## src/rtl/lcd_ctrl_param.sv

```systemverilog
// HD44780-class character LCD write controller, 8- or 4-bit bus.
// Runs power-up init, then writes RS/byte requests with timed en strobes.
module lcd_ctrl_param #(
  parameter int DATA_W       = 8,
  parameter int SETUP_CYC    = 4,
  parameter int EN_HIGH_CYC  = 25,
  parameter int CMD_WAIT_CYC = 2000,
  parameter int CLR_WAIT_CYC = 82000,
  parameter int POWERUP_CYC  = 750000,
  parameter int DBG_W        = 4
) (
  input  logic              clk,
  input  logic              rstBt,
  input  logic              req_valid,
  output logic              req_ready,
  input  logic              req_rs,
  input  logic [7:0]        req_data,
  output logic [DATA_W-1:0] LCD,
  output logic              en,
  output logic              RS,
  output logic              RW,
  output logic              init_done,
  output logic              busy,
  output logic [DBG_W-1:0]  dbg_state
);

  function automatic int max2(input int a, input int b);
    return (a > b) ? a : b;
  endfunction

  localparam int SU   = (SETUP_CYC    < 1) ? 1 : SETUP_CYC;
  localparam int EH   = (EN_HIGH_CYC  < 1) ? 1 : EN_HIGH_CYC;
  localparam int CMDW = (CMD_WAIT_CYC < 1) ? 1 : CMD_WAIT_CYC;
  localparam int CLRW = (CLR_WAIT_CYC < 1) ? 1 : CLR_WAIT_CYC;
  localparam int PW   = (POWERUP_CYC  < 1) ? 1 : POWERUP_CYC;
  localparam int MAXV =
    max2(max2(max2(SU + 1, EH), max2(CMDW, CLRW)), PW);
  localparam int CNT_W  = $clog2(MAXV + 1);
  localparam int N_INIT = (DATA_W == 4) ? 9 : 8;

  typedef enum logic [2:0] {
    PWR_WAIT = 3'd0,
    SETUP    = 3'd1,
    EN_HI    = 3'd2,
    HOLD     = 3'd3,
    GAP      = 3'd4,
    WAIT     = 3'd5,
    IDLE     = 3'd6
  } state_t;

  state_t           state_q, state_d;
  logic [CNT_W-1:0] cnt_q, cnt_d, lim_m1;
  logic [3:0]       idx_q, idx_d;
  logic [7:0]       byte_q, byte_d;
  logic             rs_q, rs_d;
  logic             single_q, single_d;
  logic             lo_q, lo_d;
  logic             done_q, done_d;
  logic             tdone, clr;
  logic [8:0]       rom_nxt;

  // {single_nibble, byte}; single nibbles sit in the high nibble
  function automatic logic [8:0] rom(input logic [3:0] i);
    logic [8:0] r;
    r = 9'h000;
    if (DATA_W == 4) begin
      case (i)
        4'd0, 4'd1, 4'd2: r = {1'b1, 8'h30};
        4'd3:             r = {1'b1, 8'h20};
        4'd4:             r = {1'b0, 8'h28};
        4'd5:             r = {1'b0, 8'h08};
        4'd6:             r = {1'b0, 8'h01};
        4'd7:             r = {1'b0, 8'h06};
        4'd8:             r = {1'b0, 8'h0C};
        default:          r = 9'h000;
      endcase
    end else begin
      case (i)
        4'd0, 4'd1, 4'd2: r = {1'b0, 8'h30};
        4'd3:             r = {1'b0, 8'h38};
        4'd4:             r = {1'b0, 8'h08};
        4'd5:             r = {1'b0, 8'h01};
        4'd6:             r = {1'b0, 8'h06};
        4'd7:             r = {1'b0, 8'h0C};
        default:          r = 9'h000;
      endcase
    end
    return r;
  endfunction

  assign clr     = !rs_q && (byte_q[7:2] == 6'd0) && !single_q;
  assign rom_nxt = rom((state_q == PWR_WAIT) ? 4'd0 : idx_q + 4'd1);

  // first SETUP of a byte includes the cycle in which RS/LCD load
  always_comb begin
    lim_m1 = '0;
    unique case (state_q)
      PWR_WAIT: lim_m1 = CNT_W'(PW - 1);
      SETUP:    lim_m1 = lo_q ? CNT_W'(SU - 1) : CNT_W'(SU);
      EN_HI:    lim_m1 = CNT_W'(EH - 1);
      HOLD:     lim_m1 = CNT_W'(SU - 1);
      GAP:      lim_m1 = CNT_W'(SU - 1);
      WAIT:     lim_m1 = clr ? CNT_W'(CLRW - 1) : CNT_W'(CMDW - 1);
      default:  lim_m1 = '0;
    endcase
  end

  assign tdone = (cnt_q == lim_m1);

  always_comb begin
    state_d  = state_q;
    cnt_d    = tdone ? '0 : cnt_q + 1'b1;
    idx_d    = idx_q;
    byte_d   = byte_q;
    rs_d     = rs_q;
    single_d = single_q;
    lo_d     = lo_q;
    done_d   = done_q;
    unique case (state_q)
      PWR_WAIT: if (tdone) begin
        state_d  = SETUP;
        idx_d    = 4'd0;
        byte_d   = rom_nxt[7:0];
        single_d = rom_nxt[8];
        rs_d     = 1'b0;
        lo_d     = 1'b0;
      end
      SETUP: if (tdone) state_d = EN_HI;
      EN_HI: if (tdone) state_d = HOLD;
      HOLD: if (tdone) begin
        if (DATA_W == 4 && !lo_q && !single_q) state_d = GAP;
        else state_d = WAIT;
      end
      GAP: if (tdone) begin
        state_d = SETUP;
        lo_d    = 1'b1;
      end
      WAIT: if (tdone) begin
        if (done_q) begin
          state_d = IDLE;
        end else if (idx_q == 4'(N_INIT - 1)) begin
          done_d  = 1'b1;
          state_d = IDLE;
        end else begin
          state_d  = SETUP;
          idx_d    = idx_q + 4'd1;
          byte_d   = rom_nxt[7:0];
          single_d = rom_nxt[8];
          rs_d     = 1'b0;
          lo_d     = 1'b0;
        end
      end
      IDLE: begin
        cnt_d = '0;
        if (req_valid && done_q) begin
          state_d  = SETUP;
          rs_d     = req_rs;
          byte_d   = req_data;
          single_d = 1'b0;
          lo_d     = 1'b0;
        end
      end
      default: state_d = PWR_WAIT;
    endcase
  end

  always_ff @(posedge clk or posedge rstBt) begin
    if (rstBt) begin
      state_q  <= PWR_WAIT;
      cnt_q    <= '0;
      idx_q    <= 4'd0;
      byte_q   <= 8'h00;
      rs_q     <= 1'b0;
      single_q <= 1'b0;
      lo_q     <= 1'b0;
      done_q   <= 1'b0;
    end else begin
      state_q  <= state_d;
      cnt_q    <= cnt_d;
      idx_q    <= idx_d;
      byte_q   <= byte_d;
      rs_q     <= rs_d;
      single_q <= single_d;
      lo_q     <= lo_d;
      done_q   <= done_d;
    end
  end

  generate
    if (DATA_W == 4) begin : g_w4
      assign LCD = lo_q ? byte_q[3:0] : byte_q[7:4];
    end else if (DATA_W == 8) begin : g_w8
      assign LCD = byte_q;
    end else begin : g_bad
      $error("lcd_ctrl_param: DATA_W must be 8 or 4");
      assign LCD = '0;
    end
  endgenerate

  assign en        = (state_q == EN_HI);
  assign RS        = rs_q;
  assign RW        = 1'b0;
  assign init_done = done_q;
  assign busy      = (state_q != IDLE);
  assign req_ready = (state_q == IDLE) && done_q;
  assign dbg_state = DBG_W'(state_q);

endmodule

```

## config.mk

```make
export PLATFORM = sky130hd
export DESIGN_NAME = lcd_ctrl_param
export DESIGN_NICKNAME = d
export VERILOG_FILES = /design/src/rtl/lcd_ctrl_param.sv
export SDC_FILE = /design/constraint.sdc
export NUM_CORES = 1
export LEC_CHECK = 0
export BUFFER_PORTS_ARGS = -buffer_cell sky130_fd_sc_hd__buf_2
export CORE_MARGIN = 3
export CORE_UTILIZATION = 55
export DETAILED_ROUTE_END_ITERATION = 7
export GPL_TIMING_DRIVEN = 1
export PLACE_DENSITY = 0.76
export SYNTH_ARGS = -nofsm -noshare
export SYNTH_HDL_FRONTEND = slang
export SYNTH_SLANG_ARGS = --single-unit
```

## constraint.sdc

```tcl
create_clock -name clk -period 3.11 [get_ports clk]
set_input_delay 0.311 -clock clk [delete_from_list [all_inputs] [get_ports clk]]
set_output_delay 0.311 -clock clk [all_outputs]
set_load 0.005 [all_outputs]
```

-- Word level (Yosys, flattened, before mapping)
Memory sizes are Yosys's and may differ from the RTL's.
Index checks and enable logic that the tools add are counted.
- output and inout bits: 18
- bits in registers: 39
- input bits: 12
- logic and storage cells: 91
- memory bits (read-only): 48
- memories: 1
- memory list (memory ; depth ; bits a word ; rd ports ; clocked after memory_dff ; wr ports ; RTL line ; text):
    (no name shown) ; 8 ; 6 ; 1 ; 0 ; 0 ; 78 ; case (i)
- $add $sub $neg: 2
- eq/ne operators: 19
- reductions and logical operators: 18
- muxes and demuxes: 43
- operators by type and width (kind ; count):
    $pmux 20 s5 ; 1
    $mux 20 ; 2
    $mux 8 ; 5
    $mux 3 ; 9
    $pmux 8 s3 ; 1
    $add 20x1->20 const B ; 1
    $eq 20x20->1 ; 1
    $mux 4 ; 5
    $pmux 3 s6 ; 1
    $mux 17 ; 1
    $ne 2x2->1 const B ; 8
    $mux 1 ; 13
    $reduce_and 6->1 ; 2
    $eq 3x3->1 const B ; 3
    $mux 9 ; 1
    $pmux 4 s2 ; 1
    $reduce_and 7->1 ; 1
    $eq 3x2->1 const B ; 2
    $logic_not 6->1 ; 1
    $pmux 1 s3 ; 2
    $reduce_and 5->1 ; 1
    $add 4x1->4 const B ; 1
    $eq 4x3->1 const B ; 1
    $logic_and 1x1->1 ; 4
    other kinds (11) ; 14

-- Longest topological paths before layout
- depth in word-level cells: 8
- gate-level depth with buffers: 11

-- Worst setup path after synthesis
OpenSTA, ideal clock, no wires.
- kind: flip-flop to flip-flop
- from: register state_q[1]
- to: register byte_q[0], in the netlist LCD[0]
- data required time: 2985 ps
- path slack: 276 ps
- cell stages (with the launch flop): 11
- path buffers: 3
- arrival: 2709 ps
- setup time: 125 ps
- path through: dfrtp_1 buf_6 or4_1 nand3_1 nand4_2 or3_4 or3_1 buf_6 nor2b_4 buf_6 mux2_4
- longest elaborated chain between the ends: 8
- elaborated cells between the ends (all ways): 25
- classes of those cells: 12 x eq/ne; 8 x mux; 4 x reduce/logical; 1 x memory
- RTL lines (item ; RTL line ; text):
    from (decl) ; 51 ; state_t state_q, state_d;
    from (signal assigned) ; 178 ; state_q <= state_d;
    $logic_not 3->1 ; 92, 97, 119 ;
    $mux 4 ; 92 ; assign rom_nxt = rom((state_q == PWR_WAIT) ? 4'd0 : idx_q + 4'd1);
    $mem_v2 8x6 ; - ;
    $mux 9 ; 78 ;
    $mux 8 ; 141 ; end else if (idx_q == 4'(N_INIT - 1)) begin
    $mux 8 ; 139 ; if (done_q) begin
    $mux 8 ; 138 ; WAIT: if (tdone) begin
    $pmux 8 s3 ; 119 ; unique case (state_q)
    to (signal assigned) ; 181 ; byte_q <= byte_d;
    to (decl) ; 54 ; logic [7:0] byte_q, byte_d;
Several ways; a longest one is shown, not always the timed one. The select of a mux whose other input is x is not followed.
A chain may end at the register's enable or synchronous reset.

-- Worst setup path after layout
- from: register state_q[1]
- to: register byte_q[2], in the netlist LCD[2]
Same word-level chain as after synthesis.

==> flow_summary_export.csv <==
group,metric,value,unit
sta,slew_viol_final,0,
clock_network,cts_hold_buf,0,
sta,fin_tns_setup,0,ps
floorplanning,rows,23,
floorplanning,die_area,5390,um2
synth,synth_top_family_by_area,"simple AND/OR/NAND/NOR gates",
route,dr.pass1.iters,5,
pwr,comb_power_share,0.021,
synth,avgSynthCellArea,8.71,um2
route,routed_wl,5290,um
critical_path,critPathSlowestCell,"or4_1",
synth,synth.area.top_cells,"dfrtp_1 38%, nor2_1 5.9%, xor2_1 4.9%",
run_status,status,"complete, no violations",
synth,postSynthCellCount,287,
sta,fin_ws,180,ps
critical_path,critPathLaunchType,"flop",
synth,synthSimpleGateAreaFrac,0.269,
layout,nFillCells,360,
route,first_iter_violations,117,
critical_path,critical_path_class,"reg2reg",
pwr,power_leakage,1.33,nW
clock_network,cts_tree,"yes",
sta,min_period,2930,ps
sta,setup_viol,0,
clock_network,clock_path_buffers,2,
global_routing,grt_pass1_vias,1848,
global_routing,globalRouteOverflowTotal,0,
layout,num_antenna_cells,0,
critical_path,slowest_delay,580,ps
route,routedWlPerCell,14.4,um
synth,async_reset_ff_frac,1.00,
sta,rsz0062_at_grt,"no",
pwr,p_per_area,309,nW/um2
synth,yosysSeqAreaShare,0.380,
critical_path,critPathCaptureType,"flop",
layout,final_cell_area,2770,um2
placement,place_hpwl,3980,um
synth,syn_area,2500,um2
synth,yosysTopAreaCellShare,0.380,
clock_network,htreeDepth,2,
critical_path,cp_max_fo,18,
sta,hold_viol,0,
pwr,total_power,0.857,mW
synth,synth_seq_cells,38,
sta,clock_skew,6.36,ps
clock_network,clock_latency,290,ps
pwr,pwr-share-clk,0.403,
sta,tightest_slew,710,ps
floorplanning,core_area,4200,um2
sta,maxClockFrequency,341,MHz
critical_path,r2r_setup_slack,180,ps
sta,max_slew_margin,0.526,
synth,yosysTopAreaCell,"dfrtp_1",
placement,port_buffers,27,
synth,synth_mux_area_frac,0.0771,
route,vias,2111,
synth,synth_xor_area_frac,0.0771,
critical_path,arrival,3110,ps
synth,synth-adder-area-share,0.0250,
pwr,p_sw,0.179,mW
synth,synth.most_common_cell,"nor2_1",
placement,gp_congestion,0.874,
sta,holdWs,121,ps
floorplanning,io_pins,30,
route,drc,0,
synth,yosys_warnings,0,
floorplanning,die_h,73.4,um
route,drtAntennaViolNets,0,
critical_path,cp.required,3290,ps
sta,period_share,0.942,
global_routing,antenna_found_initial,0,
pwr,intPower,0.678,mW
synth,synth_edf_count,0,
placement,place_area,2680,um2
critical_path,path_buf_inv,0,
synth,ys.flop_type,"dfrtp_1",
placement,place_ws,207,ps
layout,fin_nets,332,
global_routing,grt_usage,0.208,
synth,yosys-top-cells-count,"39 x nor2_1, 38 x dfrtp_1, 26 x nand2_1, 14 x nand3_1, 14 x xor2_1",
hold_path,hold_path_class,"in2async",
critical_path,path_delay_family,"simple AND/OR/NAND/NOR gates",
synth,post_synth_num_cell_types,53,
clock_network,cts_buffers,5,
run,drv_cap,0,
floorplanning,die_w,73.4,um
clock_network,clkTransAtPathRegs,70,ps
layout,syn2layout_area_growth,11.0,%
clock_network,cts_resized,0,
clock_network,cts-root-buf,"clkbuf_8",
pwr,power.share.sequential,0.576,
route,viasPerCell,5.77,
global_routing,grt_pass1_wl,8670,um
clock_network,post-cts-setup-buffers,0,
floorplanning,start_util,0.595,
synth,synth_compound_area_frac,0.110,
pwr,peakVddDrop,0.000229,V
layout,drive_above_1_share,0.177,
critical_path,worstPathCellList,"or4_1 > nand3_1 > nand4_2 > or3_4 > or3_1 > nor2b_4 > mux2_4",
global_routing,grt_max_degree,21,
clock_network,clock-sinks,38,
pwr,switching_share,0.208,
-- state kept, by name, indices dropped and copies added (netlist names) --
name       count
init_done      1
RS             1
lo_q           1
state_q        3
cnt_q         20
idx_q          4
LCD            8
-- power groups by stage --
stage | clock network [mW] | registers [mW] | logic (mW)
after detailed placement | 0 | 0.503 | 0.0187
after CTS | 0.358 | 0.494 | 0.0188
after floorplan | 0 | 0.503 | 0.00972
final | 0.345 | 0.494 | 0.0179
after global placement | 0 | 0.503 | 0.0185
after global routing | 0.375 | 0.494 | 0.0208
-- final cells by class --
cell class / instances / area (um2) / share of cell area
well taps: 50 / 62.6 / 0.0226
repair buffers: 38 / 218 / 0.0785
clock buffers: 7 / 86.3 / 0.0311
multi-input cells: 219 / 1400 / 0.506
inverters: 13 / 48.8 / 0.0176
clock inverters: 1 / 5.00 / 0.00180
flip-flops and latches: 38 / 951 / 0.343
-- routing by layer --
layer | share of wire | global-route usage | vias up | wire length (um)
met5 | 0 | 0 | - | 0
met4 | 0.019 | 0.0926 | 0 | 100
met3 | 0.057 | 0.0301 | 9 | 299
met2 | 0.43 | 0.302 | 60 | 2270
met1 | 0.50 | 0.308 | 999 | 2620
li1 | - | - | 1043 | -
-- worst register-to-register path: cells and delay by family, from the launching register on --
kind | cells | cell delay, ps
simple gates | 6 | 1970
flops | 1 | 540
mux | 1 | 310
-- kinds of logic after synthesis --
family,Yosys count
other,1
AND/OR/NAND/NOR,133
AO/OA/AOI/OAI,40
XOR/XNOR,22
adder cells (fa/ha/maj),5
multiplexers,17
flip-flops,38
buffers and inverters,31
-- path summary, 6_finish.rpt --
kind,startpoint,to,depth (start not counted)
min in group clk,req_rs,RS,3
worst min-delay path,rstBt,cnt_q[17],2
worst max-delay path,state_q[1],LCD[2],7
worst min register to register,LCD[0],LCD[0],1
worst max register to register,state_q[1],LCD[2],7
max in group asynchronous,rstBt,idx_q[0],3
-- per-stage QoR --
stage                      util  cells
final                     0.660    366
after global routing      0.660    366
after CTS                 0.660    366
after detailed placement  0.638    358
after global placement    0.638    358
after floorplan               -    288
-- cell usage in the layout (no fill, tap or decap), types with 8 or more instances in the layout --
| cell | synthesis | routed |
|---|---|---|
| nand2_1 | 26 | 26 |
| dfrtp_1 | 38 | 38 |
| xor2_1 | 14 | 14 |
| mux2i_1 | 11 | 11 |
| nor3_1 | 11 | 11 |
| xnor2_1 | 8 | 8 |
| buf_4 | 2 | 11 |
| inv_1 | 13 | 13 |
| nor2_1 | 39 | 39 |
| buf_2 | 3 | 27 |
| nand3_1 | 14 | 14 |
| a21oi_1 | 9 | 9 |
(Power assumes the default switching activity.)
